--- config.mk ---
export PLATFORM = sky130hd
export DESIGN_NAME = sdram_lfsr_tester
export DESIGN_NICKNAME = d
export VERILOG_FILES = /design/src/rtl/sdram_lfsr_tester_pkg.sv /design/src/rtl/sdram_lfsr_tester_lfsr16.sv /design/src/rtl/sdram_lfsr_tester.sv
export SDC_FILE = /design/constraint.sdc
export NUM_CORES = 1
export LEC_CHECK = 0
export BUFFER_PORTS_ARGS = -buffer_cell sky130_fd_sc_hd__buf_2
export CAP_MARGIN = 25
export CORE_ASPECT_RATIO = 0.75
export CORE_MARGIN = 5
export CORE_UTILIZATION = 56
export CTS_CLUSTER_SIZE = 8
export DETAILED_ROUTE_END_ITERATION = 10
export PLACE_DENSITY_LB_ADDON = 0.08
export SLEW_MARGIN = 5
export SYNTH_ARGS = -nofsm -noshare
export SYNTH_HDL_FRONTEND = slang
export SYNTH_SLANG_ARGS = --single-unit
--- constraint.sdc ---
create_clock -name clk -period 4.3 [get_ports clk]
set_input_delay 0 -clock clk [delete_from_list [all_inputs] [get_ports clk]]
set_output_delay 0 -clock clk [all_outputs]
set_load 0.05 [all_outputs]
--- src/rtl/sdram_lfsr_tester_pkg.sv ---
// Shared definitions for the SDRAM LFSR tester: FSM encodings, LFSR taps and seed.
package sdram_lfsr_tester_pkg;

    typedef enum logic [2:0] {
        ST_IDLE  = 3'd0,
        ST_WRITE = 3'd1,
        ST_READ  = 3'd2,
        ST_DRAIN = 3'd3,
        ST_DONE  = 3'd4
    } state_t;

    // x^16 + x^14 + x^13 + x^11 + 1 as a right-shifting Fibonacci register:
    // feedback is the XOR of bits 0, 2, 3 and 5, shifted in at bit 15.
    localparam logic [15:0] LFSR_TAPS    = 16'h002D;
    localparam logic [15:0] DEFAULT_SEED = 16'hACE1;

    function automatic logic [15:0] lfsr_next(input logic [15:0] q);
        return {^(q & LFSR_TAPS), q[15:1]};
    endfunction

endpackage

--- src/rtl/sdram_lfsr_tester_lfsr16.sv ---
// 16-bit Fibonacci LFSR with synchronous seed load and step enable.
module lfsr16
    import sdram_lfsr_tester_pkg::*;
#(
    parameter logic [15:0] RESET_VAL = DEFAULT_SEED
) (
    input  logic        clk,
    input  logic        reset,
    input  logic        i_load,
    input  logic        i_step,
    input  logic [15:0] i_seed,
    output logic [15:0] o_q
);

    logic [15:0] r_q;

    always_ff @(posedge clk or posedge reset) begin
        if (reset) begin
            r_q <= RESET_VAL;
        end else if (i_load) begin
            r_q <= i_seed;
        end else if (i_step) begin
            r_q <= lfsr_next(r_q);
        end
    end

    assign o_q = r_q;

endmodule

--- src/rtl/sdram_lfsr_tester.sv ---
// SDRAM traffic generator/checker: writes an LFSR pattern, reads it back pipelined and compares.
// Optional macro SDRAM_TESTER_ERR_INJECT_EN adds i_inject to corrupt bit 0 of accepted writes.
//
//   state | meaning
//   IDLE  | waiting for i_start
//   WRITE | writing generator LFSR to 0..LAST_ADDR
//   READ  | issuing reads, at most MAX_PENDING outstanding
//   DRAIN | all reads issued, waiting for outstanding data
//   DONE  | one-cycle end-of-pass pulse
module sdram_lfsr_tester
    import sdram_lfsr_tester_pkg::*;
#(
    parameter int                ADDR_W      = 22,
    parameter int                DATA_W      = 16,
    parameter logic [ADDR_W-1:0] LAST_ADDR   = 22'h3FFFFF,
    parameter logic [15:0]       LFSR_SEED   = DEFAULT_SEED,
    parameter int                MAX_PENDING = 4
) (
    input  logic              clk,
    input  logic              reset,
    input  logic              i_start,
`ifdef SDRAM_TESTER_ERR_INJECT_EN
    input  logic              i_inject,
`endif
    output logic              o_rd_n,
    output logic              o_wr_n,
    output logic [ADDR_W-1:0] o_addr,
    output logic [DATA_W-1:0] o_data,
    output logic [1:0]        o_be_n,
    input  logic              i_wait_req,
    input  logic              i_valid,
    input  logic [DATA_W-1:0] i_data,
    output logic              o_busy,
    output logic              o_done,
    output logic              o_error,
    output logic [15:0]       o_err_count,
    output logic [15:0]       o_pass_count,
    output logic              o_ram_writing,
    output logic              o_ram_reading,
    output logic [15:0]       o_debug
);

    localparam logic [2:0] MAX_P = 3'(MAX_PENDING);

    state_t            r_state;
    state_t            w_next_state;
    logic [ADDR_W-1:0] r_addr;
    logic [2:0]        r_pending;
    logic [15:0]       r_chk_idx;
    logic [15:0]       r_err_count;
    logic [15:0]       r_pass_count;
    logic              r_error;
    logic [15:0]       r_debug;

    logic              w_inj;
    logic              w_at_last;
    logic              w_wr_acc;
    logic              w_rd_req;
    logic              w_rd_acc;
    logic              w_in_rd;
    logic              w_valid_ok;
    logic              w_mismatch;
    logic              w_gen_load;
    logic              w_gen_step;
    logic              w_chk_load;
    logic [15:0]       w_gen_q;
    logic [15:0]       w_chk_q;

`ifdef SDRAM_TESTER_ERR_INJECT_EN
    assign w_inj = i_inject;
`else
    assign w_inj = 1'b0;
`endif

    assign w_at_last  = (r_addr == LAST_ADDR);
    assign w_wr_acc   = (r_state == ST_WRITE) && !i_wait_req;
    assign w_rd_req   = (r_state == ST_READ) && (r_pending < MAX_P);
    assign w_rd_acc   = w_rd_req && !i_wait_req;
    assign w_in_rd    = (r_state == ST_READ) || (r_state == ST_DRAIN);
    // Data with nothing outstanding (or outside a read phase) is itself an error and is not checked.
    assign w_valid_ok = i_valid && w_in_rd && (r_pending != 3'd0);
    assign w_mismatch = (i_valid && !w_valid_ok) || (w_valid_ok && (i_data != w_chk_q));

    assign w_gen_load = ((r_state == ST_IDLE) && i_start) || (w_wr_acc && w_at_last);
    assign w_gen_step = w_wr_acc && !w_at_last;
    assign w_chk_load = (r_state == ST_DONE);

    lfsr16 #(.RESET_VAL(LFSR_SEED)) u_gen (
        .clk    (clk),
        .reset  (reset),
        .i_load (w_gen_load),
        .i_step (w_gen_step),
        .i_seed (LFSR_SEED),
        .o_q    (w_gen_q)
    );

    lfsr16 #(.RESET_VAL(LFSR_SEED)) u_chk (
        .clk    (clk),
        .reset  (reset),
        .i_load (w_chk_load),
        .i_step (w_valid_ok),
        .i_seed (LFSR_SEED),
        .o_q    (w_chk_q)
    );

    always_ff @(posedge clk or posedge reset) begin
        if (reset) begin
            r_state <= ST_IDLE;
        end else begin
            r_state <= w_next_state;
        end
    end

    always_comb begin
        w_next_state = r_state;
        case (r_state)
            ST_IDLE:  if (i_start) w_next_state = ST_WRITE;
            ST_WRITE: if (w_wr_acc && w_at_last) w_next_state = ST_READ;
            ST_READ:  if (w_rd_acc && w_at_last) w_next_state = ST_DRAIN;
            ST_DRAIN: if (r_pending == 3'd0) w_next_state = ST_DONE;
            ST_DONE:  w_next_state = ST_IDLE;
            default:  w_next_state = ST_IDLE;
        endcase
    end

    // Read address stops at LAST_ADDR in DRAIN; the next pass restarts it from 0.
    always_ff @(posedge clk or posedge reset) begin
        if (reset) begin
            r_addr <= '0;
        end else if ((r_state == ST_IDLE) && i_start) begin
            r_addr <= '0;
        end else if (w_wr_acc) begin
            r_addr <= w_at_last ? '0 : r_addr + 1'b1;
        end else if (w_rd_acc && !w_at_last) begin
            r_addr <= r_addr + 1'b1;
        end
    end

    always_ff @(posedge clk or posedge reset) begin
        if (reset) begin
            r_pending <= 3'd0;
        end else begin
            case ({w_rd_acc, w_valid_ok})
                2'b10:   r_pending <= r_pending + 3'd1;
                2'b01:   r_pending <= r_pending - 3'd1;
                default: r_pending <= r_pending;
            endcase
        end
    end

    always_ff @(posedge clk or posedge reset) begin
        if (reset) begin
            r_chk_idx    <= 16'd0;
            r_pass_count <= 16'd0;
        end else if (r_state == ST_DONE) begin
            r_chk_idx    <= 16'd0;
            r_pass_count <= r_pass_count + 16'd1;
        end else if (w_valid_ok) begin
            r_chk_idx    <= r_chk_idx + 16'd1;
        end
    end

    always_ff @(posedge clk or posedge reset) begin
        if (reset) begin
            r_err_count <= 16'd0;
            r_error     <= 1'b0;
            r_debug     <= 16'd0;
        end else if (w_mismatch) begin
            if (r_err_count != 16'hFFFF) begin
                r_err_count <= r_err_count + 16'd1;
            end
            r_error <= 1'b1;
            if (!r_error) begin
                r_debug <= r_chk_idx;
            end
        end
    end

    assign o_wr_n        = (r_state != ST_WRITE);
    assign o_rd_n        = !w_rd_req;
    assign o_addr        = r_addr;
    assign o_data        = (r_state == ST_WRITE) ? (w_gen_q ^ {15'd0, w_inj}) : '0;
    assign o_be_n        = 2'b00;
    assign o_busy        = (r_state == ST_WRITE) || w_in_rd;
    assign o_done        = (r_state == ST_DONE);
    assign o_error       = r_error;
    assign o_err_count   = r_err_count;
    assign o_pass_count  = r_pass_count;
    assign o_ram_writing = (r_state == ST_WRITE);
    assign o_ram_reading = w_in_rd;
    assign o_debug       = r_debug;

endmodule

==> metrics list <==
- Root buffer cell: sky130_fd_sc_hd__clkbuf_16
- Share of flip-flops with an asynchronous set or reset after synthesis: 1.00
* Outcome: finished clean
* Data arrival time of the critical path: 3490 ps
* Class of the most critical setup path: reg -> reg
* CTS resizes: 0
- Traced cell by cell, the critical path runs through and3b_1 -> and2_4 -> nand3_2 -> nor4_4 -> or3_1 -> mux2_2.
- Clock sinks: about 130
* Row count: 32
- I/O Buffers: roughly 110
- Max-cap violations in this run came to 0.
* Layout cells sized above 1: 0.282
- Static leakage: approximately 3.6 nW
* Setup repair after global routing missed its margin: false
- The floorplan step defined a core boundary enclosing between 0.01 and 0.015 mm².
- For this run, design rule violations remaining after detail routing come to 0.
* Via count of the first global-routing pass: between 4,000 and 5,000
- Count of pins over their slew limit: 0
- Total routed wirelength: between 10 and 15 mm
- Number of nets in the layout: approximately 700
- Wire length of the first global-routing pass: ~22 mm
* Floorplan die area: ~0.013 mm²
- Ys flop type: sky130_fd_sc_hd__dfrtp_1
* Clock-pin slew on the worst setup and hold paths: approximately 60 ps
* Length in cells of the worst reg-to-reg path: 6
- Share of synthesized area occupied by flip-flops and latches: 0.518
- Number of antenna cells inserted: 0
- Number of setup violations in the final report: 0
- Of the available clock period, the critical path in the final layout requires 0.745.
- The H-tree generated during clock tree synthesis spans 4 levels.
- The endpoint identified for the worst register-to-register timing path is o_debug[11].
- After technology mapping, the gate count stands at between 500 and 600.
- CTS tree: built
- After global routing the overflow that remains totals 0.
* Clock buffers created by TritonCTS: 17
* Pin count of the biggest net entering global routing: slightly above 80
* Class of the tightest hold or removal check: in -> reg
- Reg2reg start: r_state[2]
* Iteration count of the initial detailed-routing pass: 5
- The layout has 800 filler cells.
- Ranked by total cell area, the synthesized netlist is headed by sky130_fd_sc_hd__dfrtp_1 45%, sky130_fd_sc_hd__xor2_1 8.7%, sky130_fd_sc_hd__dfstp_2 6.9%, sky130_fd_sc_hd__xnor2_1 3.7%, sky130_fd_sc_hd__nor2_1 3.6%.
- Number of buffer and inverter stages on the critical path: 0
- Counting instances in the post-synthesis netlist gives the leading cell types as 109 x sky130_fd_sc_hd__dfrtp_1, 60 x sky130_fd_sc_hd__xor2_1, 58 x sky130_fd_sc_hd__nor2_1.
- Die Y-Extent: between 100 and 150 µm
* Total placed cells including tap cells: 803
* Die X: roughly 130 µm
- Antenna violations before repair: 0
- Among all stages on the critical path, the largest delay is contributed by sky130_fd_sc_hd__or3_1.
- The later pin in the worst-skew pair is clocked with a latency of about 400 ps.
* Area share of the largest cell type after synthesis: 0.449
- Post-Route Skew: slightly below 9 ps
- The number of different library cells used by synthesis comes to 56.
- Number of flops mapped to enable cells by yosys: 0
- The Yosys step of the flow raised 0 warnings.
* DRT iter0 DRCs: between 200 and 300
* Worst vdd ir: 0.000340 V
- Once detailed placement completed, the half-perimeter wirelength came to a little over 9 mm.
- The biggest area contributor in the post-synthesis netlist is sky130_fd_sc_hd__dfrtp_1.
* Critical Path Start: r_state[2]
- Of all nets on the critical path, the largest fanout is 41.
- Starting Density: 0.581
- In the final routed layout, each cell accounts on average for 16.0 µm.
- In the global route stage, overall resource usage came out at 0.213.
* Library cell with the highest instance count after synthesis: sky130_fd_sc_hd__dfrtp_1
* End of the critical path: o_debug[11]
- The worst register-to-register path has a setup slack of approximately 1100 ps.
- Critical path depth: 6
- The count of nets left with antenna violations once routing finished came out at 0.
- Setup_tns: 0 ps
- Routability congestion estimate: roughly 0.84
* I/O pin total: between 100 and 150
* Relative slew slack: 0.366
* Total setup buffers inserted after CTS: 0
- Clk buf depth: 2
- Synth Cell Area: slightly above 0.006 mm²
* Average vias per placed instance: ~5.6
* Slowest cell delay on critical path: 810 ps
* Final Instance Count excl. Fillers: between 800 and 900
* Transition time at the pin with the least slew margin: approximately 940 ps
- The worst setup path is captured at a register.
- STA puts the critical path data required time at 4590 ps.
* Pwr dens: between 400 and 500 mW/mm²
* Area added between synthesis and finish: 21.9%
- In this design, the largest share of critical-path delay is due to simple AND/OR/NAND/NOR gates.
- Static timing analysis puts the maximum clock frequency at 312 MHz.
* Critical Path Start Type: register
- The smallest clock period supported by the final layout is computed as ~3200 ps.
- The hold violation total from the final report is 0.
* Total vias in the final route: ~4,700
- In this run, synthesis produced a sequential element count of 125.
- Synthesized area per cell: approximately 11 µm²
==> worst min-delay path by stage <==
stage,start,to,cells after the start
final,i_start,r_state[0],3
after global routing,reset,o_debug[5],3
after CTS,i_start,r_state[0],3
after detailed placement,reset,o_debug[5],2
after global placement,reset,o_debug[3],2
after floorplan,i_valid,o_error,2
==> per-layer routing <==
layer | part of all wire | vias to the layer above | track usage | wire, µm
li1 | - | 2240 | - | -
met1 | 0.49 | 2266 | 0.326 | 6540
met2 | 0.43 | 138 | 0.299 | 5830
met3 | 0.068 | 14 | 0.0622 | 910
met4 | 0.013 | 0 | 0.0479 | 176
met5 | 0 | - | 0 | 0
==> timing repair <==
action                     in CTS  in global routing
setup endpoints to repair       0                  0
hold endpoints to repair       74                  0
hold buffers                    2                  0
==> power by group <==
part	switching, mW	total, mW	internal (mW)
clock network	0.522	1.53	1.00
registers	0.109	1.39	1.28
logic	0.467	0.641	0.174
total	1.10	3.55	2.46
==> registers in the layout, indices dropped and copies added, names as in the netlist <==
register / cells
o_addr: 22
o_debug: 16
o_err_count: 16
o_pass_count: 16
r_chk_idx: 16
u_chk.o_q: 16
u_gen.o_q: 16
r_pending: 3
r_state: 3
o_error: 1
==> worst register-to-register path, cell delays in order, from the launching register on <==
cell and delay (ps):
sky130_fd_sc_hd__dfrtp_1 440, sky130_fd_sc_hd__and3b_1 260, sky130_fd_sc_hd__and2_4 380, sky130_fd_sc_hd__nand3_2 150
sky130_fd_sc_hd__nor4_4 630, sky130_fd_sc_hd__or3_1 810, sky130_fd_sc_hd__mux2_2 430
==> logic make-up after synthesis <==
group,synth area share
mux,0.0412
other cells,0.000617
fa+ha+maj,0.0136
compound gates,0.0740
simple gates,0.200
flops,0.518
xor+xnor,0.124
buf+inv,0.0286
==> stage by stage <==
stage / hold WS, ps / util / worst slack (ps) / cell area (µm²) / power, mW
after floorplan: 165 / - / 999 / 6080 / 1.89
after global placement: 288 / 0.642 / 1200 / 6710 / 2.04
after detailed placement: 295 / 0.642 / 1130 / 6710 / 2.05
after CTS: 24.4 / 0.705 / 1110 / 7370 / 3.59
after global routing: 44.5 / 0.709 / 861 / 7400 / 3.70
final: 33.0 / 0.709 / 1090 / 7400 / 3.55
==> layout by cell type, fill, tap and decap left out, types with 3 or more instances in the layout <==
cell	n
sky130_fd_sc_hd__buf_2	113
sky130_fd_sc_hd__dfrtp_1	109
sky130_fd_sc_hd__xor2_1	60
sky130_fd_sc_hd__nor2_1	58
sky130_fd_sc_hd__nand2_1	56
sky130_fd_sc_hd__o21ai_0	35
sky130_fd_sc_hd__xnor2_1	26
sky130_fd_sc_hd__and3_1	24
sky130_fd_sc_hd__nand4_1	20
sky130_fd_sc_hd__nand3_1	17
sky130_fd_sc_hd__clkbuf_16	17
sky130_fd_sc_hd__dfstp_2	16
sky130_fd_sc_hd__nor4_1	12
sky130_fd_sc_hd__inv_1	10
sky130_fd_sc_hd__nor3_1	10
sky130_fd_sc_hd__mux2_4	10
sky130_fd_sc_hd__a22o_1	9
sky130_fd_sc_hd__or3_1	9
sky130_fd_sc_hd__mux2_2	8
sky130_fd_sc_hd__o22a_1	7
sky130_fd_sc_hd__ha_1	5
sky130_fd_sc_hd__nor2b_1	4
sky130_fd_sc_hd__and4_1	4
sky130_fd_sc_hd__o2111ai_1	4
sky130_fd_sc_hd__a21oi_1	4
sky130_fd_sc_hd__bufinv_16	4
sky130_fd_sc_hd__buf_4	4
sky130_fd_sc_hd__clkinvlp_4	3
==> cell type report <==
| class | instances | area [µm²] | share of cell area |
|---|---|---|---|
| Clock buffer | 19 | 453 | 0.0612 |
| Clock inverter | 13 | 188 | 0.0253 |
| Inverter | 12 | 47.5 | 0.00642 |
| Multi-Input combinational cell | 414 | 2760 | 0.372 |
| Sequential cell | 125 | 3150 | 0.425 |
| Tap cell | 136 | 170 | 0.0230 |
| Timing Repair Buffer | 120 | 643 | 0.0869 |
Power figures use the tool's default switching activity.
